$ cat config.mk
export PLATFORM = sky130hd
export DESIGN_NAME = dmem_arbiter
export DESIGN_NICKNAME = d
export VERILOG_FILES = /design/src/rtl/dmem_arbiter.sv
export SDC_FILE = /design/constraint.sdc
export NUM_CORES = 1
export LEC_CHECK = 0
export ABC_AREA = 1
export BUFFER_PORTS_ARGS = -buffer_cell sky130_fd_sc_hd__buf_2
export CAP_MARGIN = 5
export CORE_MARGIN = 2
export CORE_UTILIZATION = 51
export DETAILED_ROUTE_END_ITERATION = 6
export PLACE_DENSITY = 0.86
export SYNTH_ARGS = -nofsm -noshare
export SYNTH_HDL_FRONTEND = slang
export SYNTH_SLANG_ARGS = --single-unit
$ cat constraint.sdc
create_clock -name clk -period 2.7 [get_ports clk]
set_input_delay 0.27 -clock clk [delete_from_list [all_inputs] [get_ports clk]]
set_output_delay 0.27 -clock clk [all_outputs]
set_load 0.05 [all_outputs]
$ cat src/rtl/dmem_arbiter.sv
// dmem_arbiter: arbitrates the pipeline port (P0) and an auxiliary port (P1) onto one data-memory
// port, one access in flight, with a sticky timeout flag. Define DMEM_ARB_RR_EN for round-robin.
module dmem_arbiter #(
   parameter int unsigned TIMEOUT = 15
) (
   input  logic        clk,
   input  logic        rst,
   input  logic [1:0]  MEM_mem_cmd,
   input  logic [31:0] MEM_mem_addr,
   input  logic [31:0] MEM_mem_din,
   input  logic [1:0]  P1_cmd,
   input  logic [31:0] P1_addr,
   input  logic [31:0] P1_din,
   output logic [31:0] P0_dout,
   output logic        P0_done,
   output logic        P0_stall,
   output logic [31:0] P1_dout,
   output logic        P1_done,
   output logic [1:0]  ARB_mem_cmd,
   output logic [31:0] ARB_mem_addr,
   output logic [31:0] ARB_mem_din,
   input  logic [31:0] DM_mem_dout,
   input  logic        DM_rdy,
   output logic        ARB_err
);

   localparam logic [1:0]        BUS_NONE   = 2'h0;
   localparam logic [1:0]        BUS_LOAD   = 2'h1;
   localparam int unsigned       CNT_W      = $clog2(TIMEOUT + 1);
   localparam logic [CNT_W-1:0]  CNT_LIMIT  = CNT_W'(TIMEOUT);
   localparam logic [31:0]       ABORT_DATA = 32'hDEADBEEF;

   typedef enum logic {S_IDLE, S_ACCESS} state_t;
   typedef enum logic {PORT0, PORT1} port_t;

   state_t           state_q, state_d;
   port_t            gnt_q, gnt_d;
   logic [CNT_W-1:0] cnt_q, cnt_d, cnt_inc;
   logic             err_q, err_d;
   logic             p0_done_q, p0_done_d, p1_done_q, p1_done_d;
   logic [31:0]      p0_dout_q, p0_dout_d, p1_dout_q, p1_dout_d;
   logic [1:0]       cmd_q, cmd_d;
   logic [31:0]      addr_q, addr_d, din_q, din_d;
`ifdef DMEM_ARB_RR_EN
   port_t            last_q, last_d;
`endif

   logic p0_elig, p1_elig, pick_p1, finish, read_data;

   // A port is not eligible in the cycle its done pulses, so a held command is not re-served.
   assign p0_elig = (MEM_mem_cmd != BUS_NONE) && !p0_done_q;
   assign p1_elig = (P1_cmd != BUS_NONE) && !p1_done_q;
`ifdef DMEM_ARB_RR_EN
   assign pick_p1 = p1_elig && (!p0_elig || (last_q == PORT0));
`else
   assign pick_p1 = p1_elig && !p0_elig;
`endif

   assign cnt_inc   = cnt_q + CNT_W'(1);
   assign finish    = DM_rdy || (cnt_inc == CNT_LIMIT);
   assign read_data = (cmd_q == BUS_LOAD);

   always_comb begin
      // NOTE: every signal assigned here gets a default first, so no path can infer a latch.
      state_d   = state_q;
      gnt_d     = gnt_q;
      cnt_d     = cnt_q;
      err_d     = err_q;
      p0_done_d = 1'b0;
      p1_done_d = 1'b0;
      p0_dout_d = p0_dout_q;
      p1_dout_d = p1_dout_q;
      cmd_d     = cmd_q;
      addr_d    = addr_q;
      din_d     = din_q;
`ifdef DMEM_ARB_RR_EN
      last_d    = last_q;
`endif
      unique case (state_q)
         S_IDLE: begin
            if (p0_elig || p1_elig) begin
               state_d = S_ACCESS;
               cnt_d   = '0;
               gnt_d   = pick_p1 ? PORT1 : PORT0;
               cmd_d   = pick_p1 ? P1_cmd  : MEM_mem_cmd;
               addr_d  = pick_p1 ? P1_addr : MEM_mem_addr;
               din_d   = pick_p1 ? P1_din  : MEM_mem_din;
`ifdef DMEM_ARB_RR_EN
               last_d  = pick_p1 ? PORT1 : PORT0;
`endif
            end
         end
         S_ACCESS: begin
            cnt_d = cnt_inc;
            if (finish) begin
               state_d = S_IDLE;
               if (!DM_rdy) err_d = 1'b1;
               if (gnt_q == PORT1) begin
                  p1_done_d = 1'b1;
                  if (read_data) p1_dout_d = DM_rdy ? DM_mem_dout : ABORT_DATA;
               end else begin
                  p0_done_d = 1'b1;
                  if (read_data) p0_dout_d = DM_rdy ? DM_mem_dout : ABORT_DATA;
               end
            end
         end
         default: state_d = S_IDLE;
      endcase
   end

   // NOTE: state registers use non-blocking assignments so every flop samples pre-edge values.
   always_ff @(posedge clk or negedge rst) begin
      if (!rst) begin
         state_q   <= S_IDLE;
         gnt_q     <= PORT0;
         cnt_q     <= '0;
         err_q     <= 1'b0;
         p0_done_q <= 1'b0;
         p1_done_q <= 1'b0;
         p0_dout_q <= '0;
         p1_dout_q <= '0;
         cmd_q     <= BUS_NONE;
         addr_q    <= '0;
         din_q     <= '0;
`ifdef DMEM_ARB_RR_EN
         last_q    <= PORT1;
`endif
      end else begin
         state_q   <= state_d;
         gnt_q     <= gnt_d;
         cnt_q     <= cnt_d;
         err_q     <= err_d;
         p0_done_q <= p0_done_d;
         p1_done_q <= p1_done_d;
         p0_dout_q <= p0_dout_d;
         p1_dout_q <= p1_dout_d;
         cmd_q     <= cmd_d;
         addr_q    <= addr_d;
         din_q     <= din_d;
`ifdef DMEM_ARB_RR_EN
         last_q    <= last_d;
`endif
      end
   end

   assign ARB_mem_cmd  = (state_q == S_ACCESS) ? cmd_q : BUS_NONE;
   assign ARB_mem_addr = addr_q;
   assign ARB_mem_din  = din_q;
   assign P0_dout      = p0_dout_q;
   assign P1_dout      = p1_dout_q;
   assign P0_done      = p0_done_q;
   assign P1_done      = p1_done_q;
   assign P0_stall     = (MEM_mem_cmd != BUS_NONE) && !p0_done_q;
   assign ARB_err      = err_q;

endmodule
==> results.cfg, run 1 <==
[sta]
fin_crit_sh_pct = 75.05
setup_violations = 0
slew_headroom_pct = 20.75
setup_tns_ns = 0
rsz0062_at_grt = false
finClkSkew_ns = 0.007353
setup_ws_ns = 0.6736
timing.fmax_ghz = 0.4935
finalHoldViolCount = 0
slew_viol_final = 0
fin_crit_ns = 2.026
worst_pin_slew_ns = 1.187

[layout]
antennaDiodeCount = 0
n_fill_cell = 1035
syn_to_final_growth_pct = 33.76
final_util_pct = 69.03
regArea_um2 = 3478
nets = 1190
drive_gt1_share_pct = 35.88
final_cells = 1206
multi_input_area_um2 = 2496

[drt]
drt_iter0_drc = 507
drc = 8
met2WireLength_um = 9911
routed_via_density = 5.398
wl_per_cell_um = 16.39
wl_um = 19770
via_count = 6510
firstDrtPassIters = 7
wl_met1_um = 7467
wl_met3_um = 1655
topRoutingLayerUsed = met4
ant_nets = 0

[setup_path]
r2r_cells = 11
arrival_ns = 2.37
startpoint_type = flop
regToRegStartpoint = cnt_q[1]
critPathMaxFanout = 48
worst_ep_required_time_ns = 3.05
worstSetupEndpoint = P1_dout[23]
cp-end-kind = flop
startpoint = cnt_q[1]
ff2ff_setup_slack_ns = 0.67
r2r-end = P1_dout[23]
worstSetupPathType = reg2reg

[global_route]
gr-usage-all-layers_pct = 28.75
antenna_found_initial = 0
grt_first_pass_wirelength_um = 30140
first_global_vias = 5987
overflow = 0
grt_start_max_net_pins = 69

[power_and_ir_drop]
power-per-cell-area_nw_per_um2 = 1561
switchingPower_mw = 6.946
pwr-share-clk_pct = 21.3
comb_power_share_pct = 51.8
leakagePower_nw = 4.663
swShare_pct = 51.51
vdd_drop_max_v = 0.0007868
intPower_mw = 6.539
power_frac_seq_pct = 26.9

[die]
die_area_um2 = 13580
coreArea_um2 = 12520
die_w_um = 116.5
start_util_pct = 51.61
rows = 41
io_pins = 301
die_h_um = 116.5

[placed_design]
place_ws_ns = 0.7170
hpwl_um = 13260
globalplace.congestion = 0.8580
port-buffer-count = 300
dp_cells = 1173

[clock_network]
cts_resized = 0
cts-buffers-inserted = 17
cts.sinks = 139
clk_pin_slew_worst_paths_ns = 0.06
htreeDepth = 4
cts_hold_buf = 1
post-cts-setup-buffer-count = 0
clock_latency_ns = 0.41
cts-root-buf = clkbuf_16
clock_path_buffers = 2
cts_tree = done

[synth]
synth_area_leaders = dfrtp_1 (54%), nand2_1 (12%), o21ai_1 (8.0%)
synth_cell_types = 27
synth_area_um2 = 6460
synth_top_area_cell = dfrtp_1
ys_seq_area_share_pct = 53.84
syn_inst = 747
yosysTopAreaCellShare_pct = 53.84
synth_seq_cells = 139
synth_common_cells = nand2_1 (213), dfrtp_1 (139), o21ai_1 (103)
yosysWarnings = 0
yosysMostFrequentCell = nand2_1
synth_fp_nets = 916
async_reset_ff_share_pct = 100.0
synth-edff-count = 0
synth-main-ff-cell = dfrtp_1
synth_area_per_cell_um2 = 8.648

[job]
drv_cap = 0

[status]
violations = DRC
status = finished, violations left

[hold_path]
holdCritPathClass = in2reg
cells in the final DEF, fill, tap and decap left out, types with 11 or more instances in the layout:
master / n
o21ai_0: 33
nor2_1: 68
nand4_1: 65
inv_1: 19
clkbuf_16: 17
or2_2: 11
or2_1: 13
dfrtp_1: 139
nand2_1: 213
buf_2: 299
o21ai_1: 103
layout make-up:
| type | instances | area share [%] |
|---|---|---|
| well taps | 172 | 2.491 |
| inverters | 23 | 0.9991 |
| flip-flops and latches | 139 | 40.25 |
| clock inverters | 11 | 3.026 |
| clock buffers | 21 | 5.445 |
| multi-input cells | 527 | 28.89 |
| repair buffers | 313 | 18.90 |
metal layers:
| layer | GRT usage, % | vias up |
|---|---|---|
| met2 | 47.83 | 307 |
| met3 | 7.213 | 58 |
| met1 | 34.79 | 3117 |
| met5 | 0 | - |
| li1 | - | 3028 |
| met4 | 14.90 | 0 |
stage by stage:
stage          instance area, um2  total power, mW  hold WS [ns]
2_1_floorplan                6460            8.930      -0.02559
3_3_place_gp                 7899            10.42        0.2679
3_5_place_dp                 7899            10.57        0.2713
4_1_cts                      8641            13.49        0.1014
5_1_grt                      8641            14.18        0.1101
6_report                     8641            13.48        0.1126
logic make-up (layout without fill, tap and decap cells):
kind of cell,Yosys count,after routing,share of synthesized area (%)
simple gates,383,383,26.50
compound gates,142,142,11.68
flops,139,139,53.84
buf+inv,81,368,7.592
fa+ha+maj,2,2,0.3873
worst min path at each step:
stage / start / to / slack [ns] / cells after the start
after floorplan: rst / ARB_err / -0.03 / 0
after global placement: rst / ARB_mem_addr[13] / 0.27 / 1
after detailed placement: rst / ARB_mem_addr[13] / 0.27 / 1
after CTS: P1_din[28] / ARB_mem_din[28] / 0.10 / 3
after global routing: P1_din[19] / ARB_mem_din[19] / 0.11 / 3
final: P1_din[28] / ARB_mem_din[28] / 0.11 / 3
power by group through the flow:
| stage | combinational, mW | sequential, mW | clock [mW] |
|---|---|---|---|
| 2_1_floorplan | 2.16 | 6.77 | 0 |
| 6_report | 6.98 | 3.63 | 2.87 |
| 3_5_place_dp | 6.94 | 3.63 | 0 |
| 4_1_cts | 6.98 | 3.62 | 2.89 |
| 3_3_place_gp | 6.81 | 3.61 | 0 |
| 5_1_grt | 7.45 | 3.74 | 2.99 |
critical path, stage by stage (launching register included):
cell     delay (ns)
dfrtp_1        0.42
ha_1           0.21
inv_1          0.05
nand2_1        0.06
nand2_2        0.07
nor2_2         0.04
nand2_2        0.09
nand2_4        0.28
nand3_2        0.15
buf_4          0.35
nand2_1        0.14
nand2_1        0.09
registers in the layout (all words and copies together) (netlist names):
name          count
P1_done           1
gnt_q             1
ARB_mem_din      32
state_q           1
P0_dout          32
cmd_q             2
ARB_mem_addr     32
ARB_err           1
P0_done           1
P1_dout          32
cnt_q             4
Power figures use the tool's default switching activity.
==> run 2: changes to the inputs <==
==> config.mk (replaced) <==
export PLATFORM = sky130hd
export DESIGN_NAME = dmem_arbiter
export DESIGN_NICKNAME = d
export VERILOG_FILES = /design/src/rtl/dmem_arbiter.sv
export SDC_FILE = /design/constraint.sdc
export NUM_CORES = 1
export LEC_CHECK = 0
export ABC_AREA = 0
export BUFFER_PORTS_ARGS = -buffer_cell sky130_fd_sc_hd__buf_2
export CAP_MARGIN = 5
export CORE_MARGIN = 2
export CORE_UTILIZATION = 44
export DETAILED_ROUTE_END_ITERATION = 6
export PLACE_DENSITY = 0.77
export SYNTH_ARGS = -nofsm -noshare
export SYNTH_HDL_FRONTEND = slang
export SYNTH_SLANG_ARGS = --single-unit
==> constraint.sdc (replaced) <==
create_clock -name clk -period 1.8 [get_ports clk]
set_input_delay 0.18 -clock clk [delete_from_list [all_inputs] [get_ports clk]]
set_output_delay 0.18 -clock clk [all_outputs]
set_load 0.05 [all_outputs]
==> run 2 against run 1 <==
  * The flow now finishes without violations
  * Clock power increased by 32%
  * Clock skew increased by 0.0016 ns
  * Register-to-register slack got worse by 0.51 ns
  * Largest cell class unchanged
  * Synthesized cell count decreased by 9.5%
  * Worst hold slack got worse by 0.027 ns
  * Critical path depth decreased by 7
  * Via count increased by 1.0%
  * Area after synthesis increased by 10%
  * Non-clock buffer count increased by 14
  * First-iteration DRC count decreased by 22%
  * Total power increased by 26%
==> results.cfg, run 2 <==
[status]
status = completed

[sta]
slew_headroom_pct = 68.14
fin_crit_ns = 1.714
setup_ws_ns = 0.08602
slew_viol_final = 0
timing.fmax_ghz = 0.5834
setup_tns_ns = 0
finalHoldViolCount = 0
setup_violations = 0
fin_crit_sh_pct = 95.22
holdWs_ns = 0.08545
rsz0062_at_grt = false
worst_pin_slew_ns = 0.4780
finClkSkew_ns = 0.008994

[layout]
final_common_cell = buf_2
layout_common_cells = buf_2 (298), dfrtp_1 (137), mux2i_1 (66), nor2b_1 (65)
final_util_pct = 61.03
syn_to_final_growth_pct = 35.89
nets = 1125
final_cells = 1187
drive_gt1_share_pct = 38.49
n_fill_cell = 1290

[drt]
routed_via_density = 5.540
drc = 0
wl_um = 21190
topRoutingLayerUsed = met4
firstDrtPassIters = 4
wl_met1_um = 8835
wl_per_cell_um = 17.85
ant_nets = 0
wl_met3_um = 1391
via_count = 6576
drt_iter0_drc = 395
met2WireLength_um = 10690

[synth]
synth-main-ff-cell = dfrtp_1
synth_area_leaders = dfrtp_1 (49%), mux2i_1 (9.3%), a221o_1 (9.0%)
yosysWarnings = 0
syn_inst = 676
synth_fp_nets = 845
synth_area_um2 = 7108
synth_common_cells = dfrtp_1 (139), mux2i_1 (66), nor2b_1 (65)
synth_area_per_cell_um2 = 10.51
ys_seq_area_share_pct = 48.94
async_reset_ff_share_pct = 100.0
synth_top_area_cell = dfrtp_1
synth-edff-count = 0
yosysTopAreaCellShare_pct = 48.94
synth_seq_cells = 139
synth_cell_types = 46
yosysMostFrequentCell = dfrtp_1

[die]
start_util_pct = 44.91
coreArea_um2 = 15830
io_pins = 301
die_h_um = 131.1
die_w_um = 131.1
rows = 46
die_area_um2 = 17190

[placed_design]
place_ws_ns = 0.1811
hpwl_um = 14470
port-buffer-count = 300
dp_cells = 1151
globalplace.congestion = 0.8249

[global_route]
overflow = 0
grt_start_max_net_pins = 73
grt_first_pass_wirelength_um = 33910
first_global_vias = 6667
antenna_found_initial = 2
gr-usage-all-layers_pct = 24.39

[clock_network]
cts-root-buf = clkbuf_16
clock_path_buffers = 2
cts.sinks = 139
cts-buffers-inserted = 17
cts_tree = done
htreeDepth = 4
clk_pin_slew_worst_paths_ns = 0.06
clock_latency_ns = 0.42
post-cts-setup-buffer-count = 0

[setup_path]
cp_slowest_cell = dfrtp_2
startpoint_type = flop
critPathTopFamily = buffers and inverters
arrival_ns = 1.53
startpoint = P0_done
worst-path-buf-inv = 3
worst_ep_required_time_ns = 1.62
critPathMaxFanout = 27
crit_chain = o21bai_4, inv_4, buf_12, buf_6
cp-end-kind = primary output
cpPeakStageDelay_ns = 0.41
regToRegStartpoint = cnt_q[0]
worstSetupPathType = reg2out

[job]
drv_cap = 0

[hold_path]
min_from = MEM_mem_din[2]
holdCritPathClass = in2reg

[power_and_ir_drop]
power-per-cell-area_nw_per_um2 = 1754
vdd_drop_max_v = 0.001157
leakagePower_nw = 4.760
==> run 2: cell types whose count changed in the layout (fill, tap and decap cells not counted), sizes merged, moves of 21 or more <==
cell / delta
mux2i: +66
nor3: +49
and3: +64
nand4: -65
a221o: +64
nor2: -67
nand2: -213
inv: -21
o21ai: -119
or2: -24
a21oi: +50
nor2b: +65
nand2b: +24
==> run 2: logic make-up (layout without fill, tap and decap cells) <==
| family | after synthesis | after routing | synth area share (%) |
|---|---|---|---|
| adders and majority gates | 2 | 2 | 0.3520 |
| and+or+nand+nor | 248 | 248 | 20.58 |
| other | 0 | 2 | 0 |
| buffers and inverters | 70 | 363 | 4.348 |
| DFF | 139 | 139 | 48.94 |
| AOI/OAI and AO/OA | 148 | 148 | 16.09 |
| muxes | 67 | 67 | 9.452 |
| xor gates and xnor gates | 2 | 2 | 0.2465 |
==> run 2: cell type report <==
class | instances | area [um2] | share of cell area (%)
Sequential cell | 139 | 3481 | 36.04
Clock buffer | 21 | 470.5 | 4.870
Inverter | 4 | 17.52 | 0.1813
Tap cell | 216 | 270.3 | 2.798
Clock inverter | 11 | 167.7 | 1.736
Antenna cell | 2 | 5.005 | 0.05181
Multi-Input combinational cell | 467 | 3353 | 34.72
Timing Repair Buffer | 327 | 1894 | 19.61
==> run 2: tightest hold or removal path: stages <==
cell     delay, ns
buf_2         0.07
and3_1        0.13
a221o_1       0.09
==> run 2: repair_timing <==
item,4_1_cts,5_1_grt
hold buffers,1,0
endpoints found under the hold margin,43,0
resized for setup,2,1
cloned,1,0
endpoints found under the setup margin,1,1
==> run 2: final timing paths <==
| kind | to | slack [ns] | cells past startpoint |
|---|---|---|---|
| setup / recovery | P0_stall | 0.09 | 4 |
| hold / removal | ARB_mem_din[2] | 0.09 | 3 |
| setup reg to reg | P0_dout[0] | 0.16 | 6 |
| hold reg to reg | ARB_err | 0.47 | 1 |
| max in group asynchronous | ARB_mem_addr[26] | 0.93 | 3 |
| min in group asynchronous | P1_dout[18] | 0.28 | 2 |
==> run 2: layer usage <==
metal | track usage, % | up-vias
met5 | 0 | -
met2 | 42.16 | 294
met1 | 30.37 | 3197
met4 | 6.643 | 0
li1 | - | 3057
met3 | 6.366 | 28
==> run 2: stage by stage <==
step	total power, mW	instance area (um2)
floorplan	10.93	7112
global placement	12.99	8965
detailed placement	13.12	8965
CTS	17.02	9651
global route	17.69	9659
finish	16.94	9659
==> run 2: where the power goes <==
| group | internal [mW] | switching (mW) | leakage (nW) | total [mW] |
|---|---|---|---|---|
| clock | 2.43 | 1.35 | 0.309 | 3.78 |
| combinational | 2.41 | 5.73 | 2.72 | 8.14 |
| sequential | 4.20 | 0.823 | 1.73 | 5.02 |
==> run 3: changes to the inputs <==
--- a/config.mk
+++ b/config.mk
@@ -6,7 +6,7 @@
 export NUM_CORES = 1
 export LEC_CHECK = 0
 export ABC_AREA = 0
-export BUFFER_PORTS_ARGS = -buffer_cell sky130_fd_sc_hd__buf_2
+export BUFFER_PORTS_ARGS = -buffer_cell sky130_fd_sc_hd__clkbuf_2
 export CAP_MARGIN = 5
 export CORE_MARGIN = 2
 export CORE_UTILIZATION = 44
==> run 3 against run 2 <==
  * Worst setup slack worse by 0.00062 ns
  * Register-to-register slack hardly changed
  * Via count fell by 1.3%
  * Critical path type unchanged
  * Critical endpoint unchanged
  * Highest routed layer unchanged
==> results.cfg, run 3 (same netlist as run 2, synthesis figures left out) <==
[layout]
final_cells = 1182
nets = 1122
final_common_cell = clkbuf_2
final_util_pct = 60.65
layout_common_cells = clkbuf_2 (298), dfrtp_1 (137), mux2i_1 (66), nor2b_1 (65)
drive_gt1_share_pct = 38.30
antennaDiodeCount = 0
design_area_um2 = 9599
syn_to_final_growth_pct = 35.05

[die]
rows = 46
io_pins = 301
coreArea_um2 = 15830
die_area_um2 = 17190
die_w_um = 131.1
die_h_um = 131.1
start_util_pct = 44.91

[placed_design]
hpwl_um = 14020
globalplace.congestion = 0.8202
place_area_um2 = 8922
dp_cells = 1147
port-buffer-count = 300
place_ws_ns = 0.1727

[sta]
setup_ws_ns = 0.08540
finalHoldViolCount = 0
slew_viol_final = 0
slew_headroom_pct = 63.82
fin_crit_sh_pct = 95.26
setup_violations = 0
worst_pin_slew_ns = 0.5426
timing.fmax_ghz = 0.5832
finClkSkew_ns = 0.007167
holdWs_ns = 0.09239
setup_tns_ns = 0
rsz0062_at_grt = false
fin_crit_ns = 1.715

[power_and_ir_drop]
pwr-share-clk_pct = 20.9
intPower_mw = 8.723
vdd_drop_max_v = 0.001074
comb_power_share_pct = 48.8
leakagePower_nw = 4.732
switchingPower_mw = 7.898
power_frac_seq_pct = 30.3
fin_total_pwr_mw = 16.62
power-per-cell-area_nw_per_um2 = 1732
swShare_pct = 47.52

[setup_path]
r2r_cells = 6
startpoint_type = flop
worst_ep_required_time_ns = 1.62
worstSetupPathType = reg2out
cp-end-kind = primary output
arrival_ns = 1.53
ff2ff_setup_slack_ns = 0.16
regToRegStartpoint = cnt_q[0]
critPathMaxFanout = 17
r2r-end = P1_dout[1]

[clock_network]
clock_path_buffers = 2
cts_tree = done
clock_latency_ns = 0.41
htreeDepth = 4
cts-root-buf = clkbuf_16
post-cts-setup-buffer-count = 0
cts-buffers-inserted = 17
cts.sinks = 139
clk_pin_slew_worst_paths_ns = 0.06

[global_route]
gr-usage-all-layers_pct = 24.28
antenna_found_initial = 0
grt_start_max_net_pins = 72
first_global_vias = 6500
overflow = 0
grt_first_pass_wirelength_um = 33850

[drt]
via_count = 6489
firstDrtPassIters = 4
routed_via_density = 5.490
drc = 0
drt_iter0_drc = 361
wl_um = 21030
wl_per_cell_um = 17.79
ant_nets = 0

[hold_path]
holdCritPathClass = in2reg
hold_depth = 3
min_from = MEM_mem_din[29]
holdPathEnd = ARB_mem_din[29]

[job]
drv_cap = 0

[status]
status = completed
[run 3: repair_timing]
item,4_1_cts,5_1_grt
hold buffers,1,0
endpoints found under the setup margin,1,6
hold endpoints to repair,37,0
gates cloned,1,1
gates resized for setup,3,3
[run 3: metal layers]
metal / track usage, % / wire length, um / up-vias
met3: 5.671 / 1311 / 22
met5: 0 / 0 / -
met4: 5.918 / 268 / 0
met1: 31.39 / 8973 / 3142
li1: - / - / 3051
met2: 41.43 / 10470 / 274
[run 3: area by class of cell]
class | count | area (um2)
Fill cell | 1346 | 6228
Sequential cell | 139 | 3481
Multi-Input combinational cell | 467 | 3356
Timing Repair Buffer | 324 | 1883
Clock buffer | 22 | 474.2
Tap cell | 216 | 270.3
Clock inverter | 10 | 115.1
Inverter | 4 | 20.02
[run 3: worst max-delay path by stage]
stage	to	slack (ns)	startpoint	cells after the start
floorplan	cnt_q[0]	0.02	P0_done	6
global placement	P0_done	0.20	cnt_q[1]	4
detailed placement	P1_dout[13]	0.17	cnt_q[1]	5
CTS	P0_stall	0.01	P0_done	4
global route	P0_stall	0.02	P0_done	4
finish	P0_stall	0.09	P0_done	4
[run 3: power by group through the flow]
| stage | Clock [mW] | Combinational, mW | Sequential (mW) |
|---|---|---|---|
| 6_report | 3.48 | 8.11 | 5.03 |
| 5_1_grt | 3.65 | 8.54 | 5.17 |
| 4_1_cts | 3.53 | 8.11 | 5.01 |
| 3_5_place_dp | 0 | 8.06 | 5.00 |
| 3_3_place_gp | 0 | 7.94 | 5.02 |
| 2_1_floorplan | 0 | 2.48 | 8.45 |
[run 3: critical path, stage by stage, from the launching register on]
cell and delay, ns:
dfrtp_2 0.41, o21bai_4 0.22, inv_6 0.13, buf_12 0.16
clkbuf_8 0.19
